### config.mk
export PLATFORM = sky130hd
export DESIGN_NAME = mf8_seq
export DESIGN_NICKNAME = d
export VERILOG_FILES = /design/src/rtl/mf8_seq.sv
export SDC_FILE = /design/constraint.sdc
export NUM_CORES = 1
export LEC_CHECK = 0
export ABC_CLOCK_PERIOD_IN_PS = 6900
export CORE_ASPECT_RATIO = 1.5
export CORE_MARGIN = 2
export CORE_UTILIZATION = 50
export DETAILED_ROUTE_END_ITERATION = 10
export PLACE_DENSITY_LB_ADDON = 0.12
export SLEW_MARGIN = 20
export SYNTH_ARGS = -nofsm -noshare
export SYNTH_HDL_FRONTEND = slang
export SYNTH_SLANG_ARGS = --single-unit
### constraint.sdc
create_clock -name Clk -period 6.9 [get_ports Clk]
set_input_delay 0.69 -clock Clk [delete_from_list [all_inputs] [get_ports Clk]]
set_output_delay 0.69 -clock Clk [all_outputs]
set_load 0.02 [all_outputs]
### src/rtl/mf8_seq.sv
// mf8_seq: instruction fetch sequencer with FILL/RUN/FLUSH/SLEEP control,
// RJMP/BRBS/BRBC redirect with forwarded flags, and the status register.
module mf8_seq (
  input  logic        Clk,
  input  logic        Reset,
  output logic [9:0]  ROM_Addr,
  input  logic [15:0] ROM_Data,
  output logic [9:0]  Inst_Addr,
  output logic        Skip,
  input  logic        Z_Skip,
  input  logic [6:0]  Status_D,
  input  logic [6:0]  Status_Wr,
  output logic [7:0]  SREG,
  input  logic        Wake,
  output logic        Sleeping
);
  typedef enum logic [1:0] {FILL, RUN, FLUSH, SLEEP} state_t;
  state_t state_q, state_d;
  logic [9:0] rom_addr_q, rom_addr_d, inst_addr_q, target;
  logic [6:0] sreg_q, sreg_d;
  logic [7:0] fwd;
  logic live, is_rjmp, is_br, taken;
  assign sreg_d  = (Status_Wr & Status_D) | (~Status_Wr & sreg_q);
  // flag 7 is hard-wired zero, so it sits above the forwarded 7 flags
  assign fwd     = {1'b0, sreg_d};
  assign live    = (state_q == RUN) && !Z_Skip;
  assign is_rjmp = ROM_Data[15:12] == 4'hC;
  assign is_br   = ROM_Data[15:11] == 5'b11110;
  assign taken   = is_rjmp | (is_br & (fwd[ROM_Data[2:0]] ^ ROM_Data[10]));
  assign target  = inst_addr_q + 10'd1 + (is_rjmp ? ROM_Data[9:0] : {{3{ROM_Data[9]}}, ROM_Data[9:3]});
  always_comb begin
    state_d    = state_q;
    rom_addr_d = rom_addr_q + 10'd1;
    case (state_q)
      FILL:  state_d = RUN;
      RUN: begin
        if (live && taken) begin
          state_d    = FLUSH;
          rom_addr_d = target;
        end else if (live && ROM_Data == 16'h9588) begin
          state_d    = SLEEP;
          rom_addr_d = rom_addr_q;
        end
      end
      FLUSH: state_d = RUN;
      SLEEP: begin
        state_d    = Wake ? RUN : SLEEP;
        rom_addr_d = Wake ? rom_addr_q + 10'd1 : rom_addr_q;
      end
      default: state_d = FILL;
    endcase
  end
  // the word on ROM_Data always comes from last cycle's fetch address
  always_ff @(posedge Clk) begin
    if (Reset) begin
      state_q     <= FILL;
      rom_addr_q  <= '0;
      inst_addr_q <= '0;
      sreg_q      <= '0;
    end else begin
      state_q     <= state_d;
      rom_addr_q  <= rom_addr_d;
      inst_addr_q <= rom_addr_q;
      sreg_q      <= sreg_d;
    end
  end
  assign ROM_Addr  = rom_addr_q;
  assign Inst_Addr = inst_addr_q;
  assign Skip      = (state_q != RUN) | Z_Skip;
  assign SREG      = {1'b0, sreg_q};
  assign Sleeping  = state_q == SLEEP;
endmodule

==> impl_results.md, run 1 <==
- Outcome: finished, final reports clean
- Std-Cell Rows: 28
- Met3 Usage GRT: 0.04517
- Post-synthesis simple-gate area fraction: 0.2936
- Placed Cells: 337
- ANT cells: 0
- Largest family of logic cells by synthesized area: simple AND/OR/NAND/NOR gates
- Syn_area_per_cell: 8.559 um^2
- Critical path's slowest cell: clkdlybuf4s50_1
- Power density over the cells: 168.0 mW/mm^2
- Initial antenna violation count: 0
- Worst-path cell chain: clkdlybuf4s50_1 -> nand2_1 -> nor3_2 -> mux2i_1 -> ha_1 -> fa_1 -> nor2b_1 -> o31a_1 -> nor2_1 -> nor3_1 -> xnor2_1 -> o311ai_1
- Final period util: 0.5062
- Count of cell types in the netlist: 64
- XOR/XNOR Fraction of Synth Area: 0.01720
- Sequential Area: 580.6 um^2
- Nets: 344
- Total global-route track usage: 0.2558
- Largest net degree at the start of global routing: 33
- Hold Crit Class: reg -> reg
- Met1 Use GR: 0.2898
- Clk sinks: 29
- Setup TNS: 0 ns
- Clock Latency Late Sink: 0.29 ns
- Layout Skew: 0.004573 ns
- Synth Cell Area: 0.002037 mm^2
- Static leakage: 1.040 nW
- # H-tree levels: 2
- Core area: 0.003924 mm^2
- Share of cells above drive strength 1: 0.1000
- Global routing's busiest layer: met2
- Crit. End Element: flip-flop
- Mux cell area share after synthesis: 0.09029
- Post-synthesis compound-gate area fraction: 0.1990
- Adder-Cell Fraction of Synth Area: 0.07125
- Die Y: 82.17 um
- CTS max path bufs: 2
- Ys Warns: 0
- Area grow syn2layout: 37.35%
- Synth Flop Type: dfxtp_1
- CP startpoint kind: input port
- Fillers: 331
- Post-CTS Setup Bufs: 0
- Critical Path AT: 3.69 ns
- First-pass GRT wire length: 9239 um
- Syn Nets: 283
- I/O pin cnt: 64
- Synth area leaders: dfxtp_1 29%, ha_1 6.1%, mux2i_1 4.4%
- DRC violations left: 0
- Area of the multi-input gates: 0.001383 mm^2
- Via Count: 2111
- CTS resizes: 0
- Detail Route Antenna Nets: 0
- Die width: 56.12 um
- Initial Utilization: 0.5191
- Clk root buf: clkbuf_8
- RD Place Congestion: 0.8169
- Maximum vdd drop: 157.2 uV
- Drt pass-1 iters: 5
- Initial DRC Count: 91
- Slew Limit Headroom: 0.2403
- Post-synth top area share: 0.2850
- Critical Path RT: 7.10 ns
- RSZ-0062 raised after global routing: no
- Worst Max-Slew Pin Slew: 1.140 ns
- Mapped Cells: 238
- Setup-failing EPs final: 0
- Clock transition at path regs: 0.07 ns
- Final Non-Filler Cells: 345
- Vias in the first global route: 2007
- Largest area contributor in the netlist: dfxtp_1
- Fmax: 0.2863 GHz
- CTS tree: done
- Routed wire length: 5770 um
- CTS Hold Bufs: 0
- TritonCTS buffer count: 5
- Setup slack, reg-to-reg: 4.28 ns
- Post-DP HPWL: 4254 um
- Min Clock Period, post-route: 3.493 ns
- Crit path max fanout: 10
- Final hold viol count: 0
- Die Area: 0.004611 mm^2
- Max Cap Violations: 0
- Total gr overflow: 0
- Met2 Track Usage GR: 0.4706
- Utilization after layout: 0.7130
- Worst stage delay on the critical path: 0.50 ns
- Sequential area share after synthesis: 0.2850
- Most common cell after layout, fill and taps aside: clkdlybuf4s50_1
- Final Max Tran Viols: 0
- Most frequent cells in the layout: 62 x clkdlybuf4s50_1, 29 x dfxtp_1, 24 x nor2_1
- #FFs+latches synth: 29
- Via/cell ratio: 6.119
- Critical path class: in -> reg
- IO buf count: 62
- Post-synth EDFFs: 0
- WL/cell: 16.72 um
- Post-synth ARST share: 0
[cell usage after synthesis, types with 2 or more instances]
cell type and instances:
a211oi_1 3, a21o_1 3, a21oi_1 5, a311oi_1 3, a31oi_1 5, a32oi_1 2
buf_2 2, clkbuf_1 4, dfxtp_1 29, ha_1 10, inv_1 6, mux2_2 5
mux2i_1 9, nand2_1 18, nand2b_1 4, nand3_1 6, nand3b_1 2, nand4_1 4
nor2_1 24, nor2b_1 14, nor3_1 11, nor4_1 6, nor4b_1 2, o211ai_1 4
o21a_1 3, o21ai_0 7, o311a_1 2, o31a_1 2, or4_1 5, or4b_2 2
xnor2_1 2, xor2_1 2
[metal layers]
layer | vias to the layer above | wire length (um)
met4 | 0 | 135
met3 | 12 | 424
met2 | 99 | 2911
met1 | 981 | 2298
li1 | 1019 | -
met5 | - | 0
[cell families (layout without fill, tap and decap cells)]
group                      after synthesis  in the layout
adders and majority gates               11             11
DFF                                     29             29
xor gates and xnor gates                 4              4
and+or+nand+nor                        108            108
buffers and inverters                   16             78
AOI/OAI and AO/OA                       53             53
muxes                                   16             16
other                                    1              1
[final timing paths]
path | start | to | cells after the start
setup / recovery | ROM_Data[14] | ROM_Addr[8]$_SDFFE_PP0P_ | 12
hold / removal | sreg_q[2]$_SDFF_PP0_ | sreg_q[2]$_SDFF_PP0_ | 2
setup reg to reg | sreg_q[1]$_SDFF_PP0_ | ROM_Addr[2]$_SDFFE_PP0P_ | 6
hold reg to reg | sreg_q[2]$_SDFF_PP0_ | sreg_q[2]$_SDFF_PP0_ | 2
[where the power goes]
part           internal [mW]  switching [mW]
Clock                  0.117          0.0737
Sequential             0.174         0.00644
Combinational         0.0519          0.0467
[worst max-delay path, delay by kind of cell]
kind	cells	cell delay, ns
AND/OR/NAND/NOR	5	1.16
XOR/XNOR	1	0.13
buffers and inverters	1	0.50
adder cells (fa/ha/maj)	2	0.62
multiplexers	1	0.17
AO/OA/AOI/OAI	2	0.44
[registers in the layout, summed over array words and instances, names as in the netlist]
register   flops
Inst_Addr     10
ROM_Addr      10
sreg_q         7
state_q        2
[metrics by stage]
stage	setup WS, ns	cell area (um^2)	total power [mW]	hold WS, ns
2_1_floorplan	3.718	2037	0.2371	0.5265
3_3_place_gp	2.838	2673	0.2806	0.4907
3_5_place_dp	2.757	2673	0.2816	0.5082
4_1_cts	3.049	2793	0.4708	0.5268
5_1_grt	3.019	2798	0.4848	0.5691
6_report	3.407	2798	0.4701	0.5207
[area by class of cell]
type / instances / share of cell area
clock buffers: 6 / 0.02952
clock inverters: 2 / 0.01342
inverters: 6 / 0.008050
multi-input cells: 193 / 0.4942
flip-flops and latches: 29 / 0.2075
well taps: 45 / 0.02013
repair buffers: 64 / 0.2272
Note: power is estimated with default switching activity, not from simulation.
==> run 2, diff against run 1 <==
Settings changed: ABC_CLOCK_PERIOD_IN_PS 6900 to 2800, CORE_UTILIZATION 50 to 42.
Clock period 6.9 ns to 2.8 ns, I/O delays scaled along.
==> run 2 against run 1 <==
Count of clock-buffer cells in the layout grew 1. Total power grew 130%. Routed wire length grew 7.1%. Clock power grew 84%. Clock skew is essentially flat. Critical path depth shrank 1. Combinational power grew to 2.8 times the previous value.
==> impl_results.md, run 2 (synthesized netlist as in run 1, its figures left out) <==
- Outcome: finished, final reports clean
- Total global-route track usage: 0.2302 (-0.02555)
- Via/cell ratio: 5.554 (-9.2%)
- CTS max path bufs: 2 (unchanged)
- Post-DP HPWL: 4745 um (+12%)
- Initial DRC Count: 86 (-5.5%)
- Critical Path RT: 3.01 ns (-4.09 ns)
- Core area: 0.004732 mm^2 (+21%)
- DRC violations left: 0 (unchanged)
- Most common cell after layout, fill and taps aside: clkdlybuf4s50_1
- Slew Limit Headroom: 0.6524 (+0.4121)
- Crit path max fanout: 7 (-3)
- Clock Latency Late Sink: 0.28 ns (about the same)
- Met3 Usage GRT: 0.04052 (-0.004650)
- Std-Cell Rows: 31 (+11%)
- Layout Skew: 0.004442 ns (-0.0001303 ns)
- Placed Cells: 391 (+16%)
- Switching portion of total power: 0.2770 (+0.007085)
- First-pass GRT wire length: 9487 um (+2.7%)
- Largest net degree at the start of global routing: 20 (-39%)
- Top delay family on crit path: compound AO/OA/AOI/OAI gates
- Critical path class: in -> reg
- Hold Crit Class: reg -> reg
- Met2 Track Usage GR: 0.3920 (-0.07860)
- Clock transition at path regs: 0.06 ns (about the same)
- Critical path's slowest cell: clkdlybuf4s50_1
- Worst stage delay on the critical path: 0.43 ns (-0.07 ns)
- Cell Int Power: 0.7722 mW (+120%)
- Final Non-Filler Cells: 401 (+16%)
- Max Cap Violations: 0 (unchanged)
- # H-tree levels: 2 (unchanged)
- Area grow syn2layout: 51.72%
- Power density over the cells: 345.6 mW/mm^2 (+110%)
- Final hold viol count: 0 (unchanged)
- RD Place Congestion: 0.8908 (+9.0%)
- Maximum vdd drop: 240.1 uV (+53%)
- CTS Hold Bufs: 0 (unchanged)
- Total gr overflow: 0 (unchanged)
- Die Area: 0.005434 mm^2 (+18%)
- Initial Utilization: 0.4305 (-0.08867)
- Vias in the first global route: 2066 (+2.9%)
- Clk sinks: 29 (unchanged)
- Min Clock Period, post-route: 2.620 ns
- Critical Path AT: 2.83 ns (-0.86 ns)
- Tot Pwr: 1.068 mW (+130%)
- Setup-failing EPs final: 0 (unchanged)
- Worst-path cell chain: clkdlybuf4s50_1 -> nor3_2 -> buf_4 -> mux2_2 -> ha_1 -> nor2b_1 -> o31a_1 -> o211ai_1 -> a21o_1 -> nand3_1 -> o211ai_1
- CP startpoint kind: input port
- WP buf/inv: 2 (+1)
- Initial antenna violation count: 0 (unchanged)
- WL/cell: 15.42 um (-7.8%)
- Crit. End Element: flip-flop
- IO buf count: 62 (unchanged)
- CTS tree: done
- Most common cell on crit path: o211ai_1
- Die Y: 89.29 um (+8.7%)
- Static leakage: 1.235 nW (+19%)
- RSZ-0062 raised after global routing: no
- Final period util: 0.9359
- Reg power frac: 0.417 (+0.033)
- ANT cells: 0 (unchanged)
- Met1 Use GR: 0.2882 (-0.001587)
- Worst Max-Slew Pin Slew: 0.5198 ns (-0.6198 ns)
- NetSw: 0.2958 mW (+130%)
- Global routing's busiest layer: met2
- Share of cells above drive strength 1: 0.2030 (+0.1030)
- Routed wire length: 6182 um (+7.1%)
- Clk root buf: clkbuf_8
- Detail Route Antenna Nets: 0 (unchanged)
- Clk pwr share: 0.329 (-0.077)
- Nets: 380 (+10%)
- Final Max Tran Viols: 0 (unchanged)
- Fillers: 419 (+27%)
- Fmax: 0.3816 GHz
- Via Count: 2227 (+5.5%)
- TritonCTS buffer count: 5 (unchanged)
- Most frequent cells in the layout: 59 x clkdlybuf4s50_1, 38 x buf_4, 29 x dfxtp_1
- Die width: 60.86 um (+8.5%)
- I/O pin cnt: 64 (unchanged)
- Drt pass-1 iters: 4 (-1)
- Gate power share: 0.254 (+0.044)
[run 2: cell count changes in the layout (fill, tap and decap cells not counted), sizes merged]
cell | before | now
bufinv | 1 | 0
clkbuf | 6 | 7
clkdlybuf4s50 | 62 | 59
clkinvlp | 1 | 0
buf | 2 | 38
dlymetal6s2s | 0 | 3
[run 2: timing repair]
action | 4_1_cts | 5_1_grt
resized for setup | 0 | 8
setup buffers | 0 | 3
endpoints found under the setup margin | 0 | 6
[run 2: per-layer routing]
layer  wire [um]  up-vias  share of wire
met2        3002       88           0.49
met1        2686     1033           0.43
met5           0        -              0
li1            -     1099              -
met4          87        0          0.014
met3         406        7          0.066
[run 2: layout make-up]
cell class	instances	area (um^2)	area share
clock buffers	7	86.33	0.02794
inverters	6	22.52	0.007287
multi-input cells	193	1405	0.4547
flip-flops and latches	29	580.6	0.1879
well taps	66	82.58	0.02672
repair buffers	100	913.4	0.2955
[run 2: power by group through the flow]
stage	sequential, mW	combinational, mW	clock [mW]
floorplan	0.470	0.115	0
global placement	0.454	0.264	0
detailed placement	0.454	0.264	0
CTS	0.445	0.267	0.361
global route	0.448	0.296	0.374
finish	0.445	0.272	0.351
[run 2: path summary, 6_finish.rpt]
check                           from  slack (ns)                        to  cells after the start
max reg2reg  state_q[0]$_SDFFE_PP0P_        0.39  ROM_Addr[3]$_SDFFE_PP0P_                      7
min reg2reg     sreg_q[3]$_SDFF_PP0_        0.51      sreg_q[3]$_SDFF_PP0_                      2
max                     ROM_Data[13]        0.18  ROM_Addr[9]$_SDFFE_PP0P_                     11
min             sreg_q[3]$_SDFF_PP0_        0.51      sreg_q[3]$_SDFF_PP0_                      2
[run 2: through the flow]
stage / setup WS (ns) / hold slack (ns) / setup TNS [ns] / area [um^2] / util
finish: 0.1796 / 0.5106 / 0 / 3090 / 0.6531
global route: 0.007763 / 0.5658 / 0 / 3090 / 0.6531
CTS: 0.06121 / 0.5174 / 0 / 3033 / 0.6409
detailed placement: -0.1994 / 0.5025 / -0.9560 / 2947 / 0.6227
global placement: -0.1734 / 0.4978 / -0.6829 / 2947 / 0.6227
floorplan: 0.02811 / 0.3741 / 0 / 2037 / -
[run 2: tightest hold or removal path, delay by kind of cell, from the launching register on]
family | cells | cell delay [ns]
AND/OR/NAND/NOR | 1 | 0.08
flip-flops | 1 | 0.32
multiplexers | 1 | 0.08
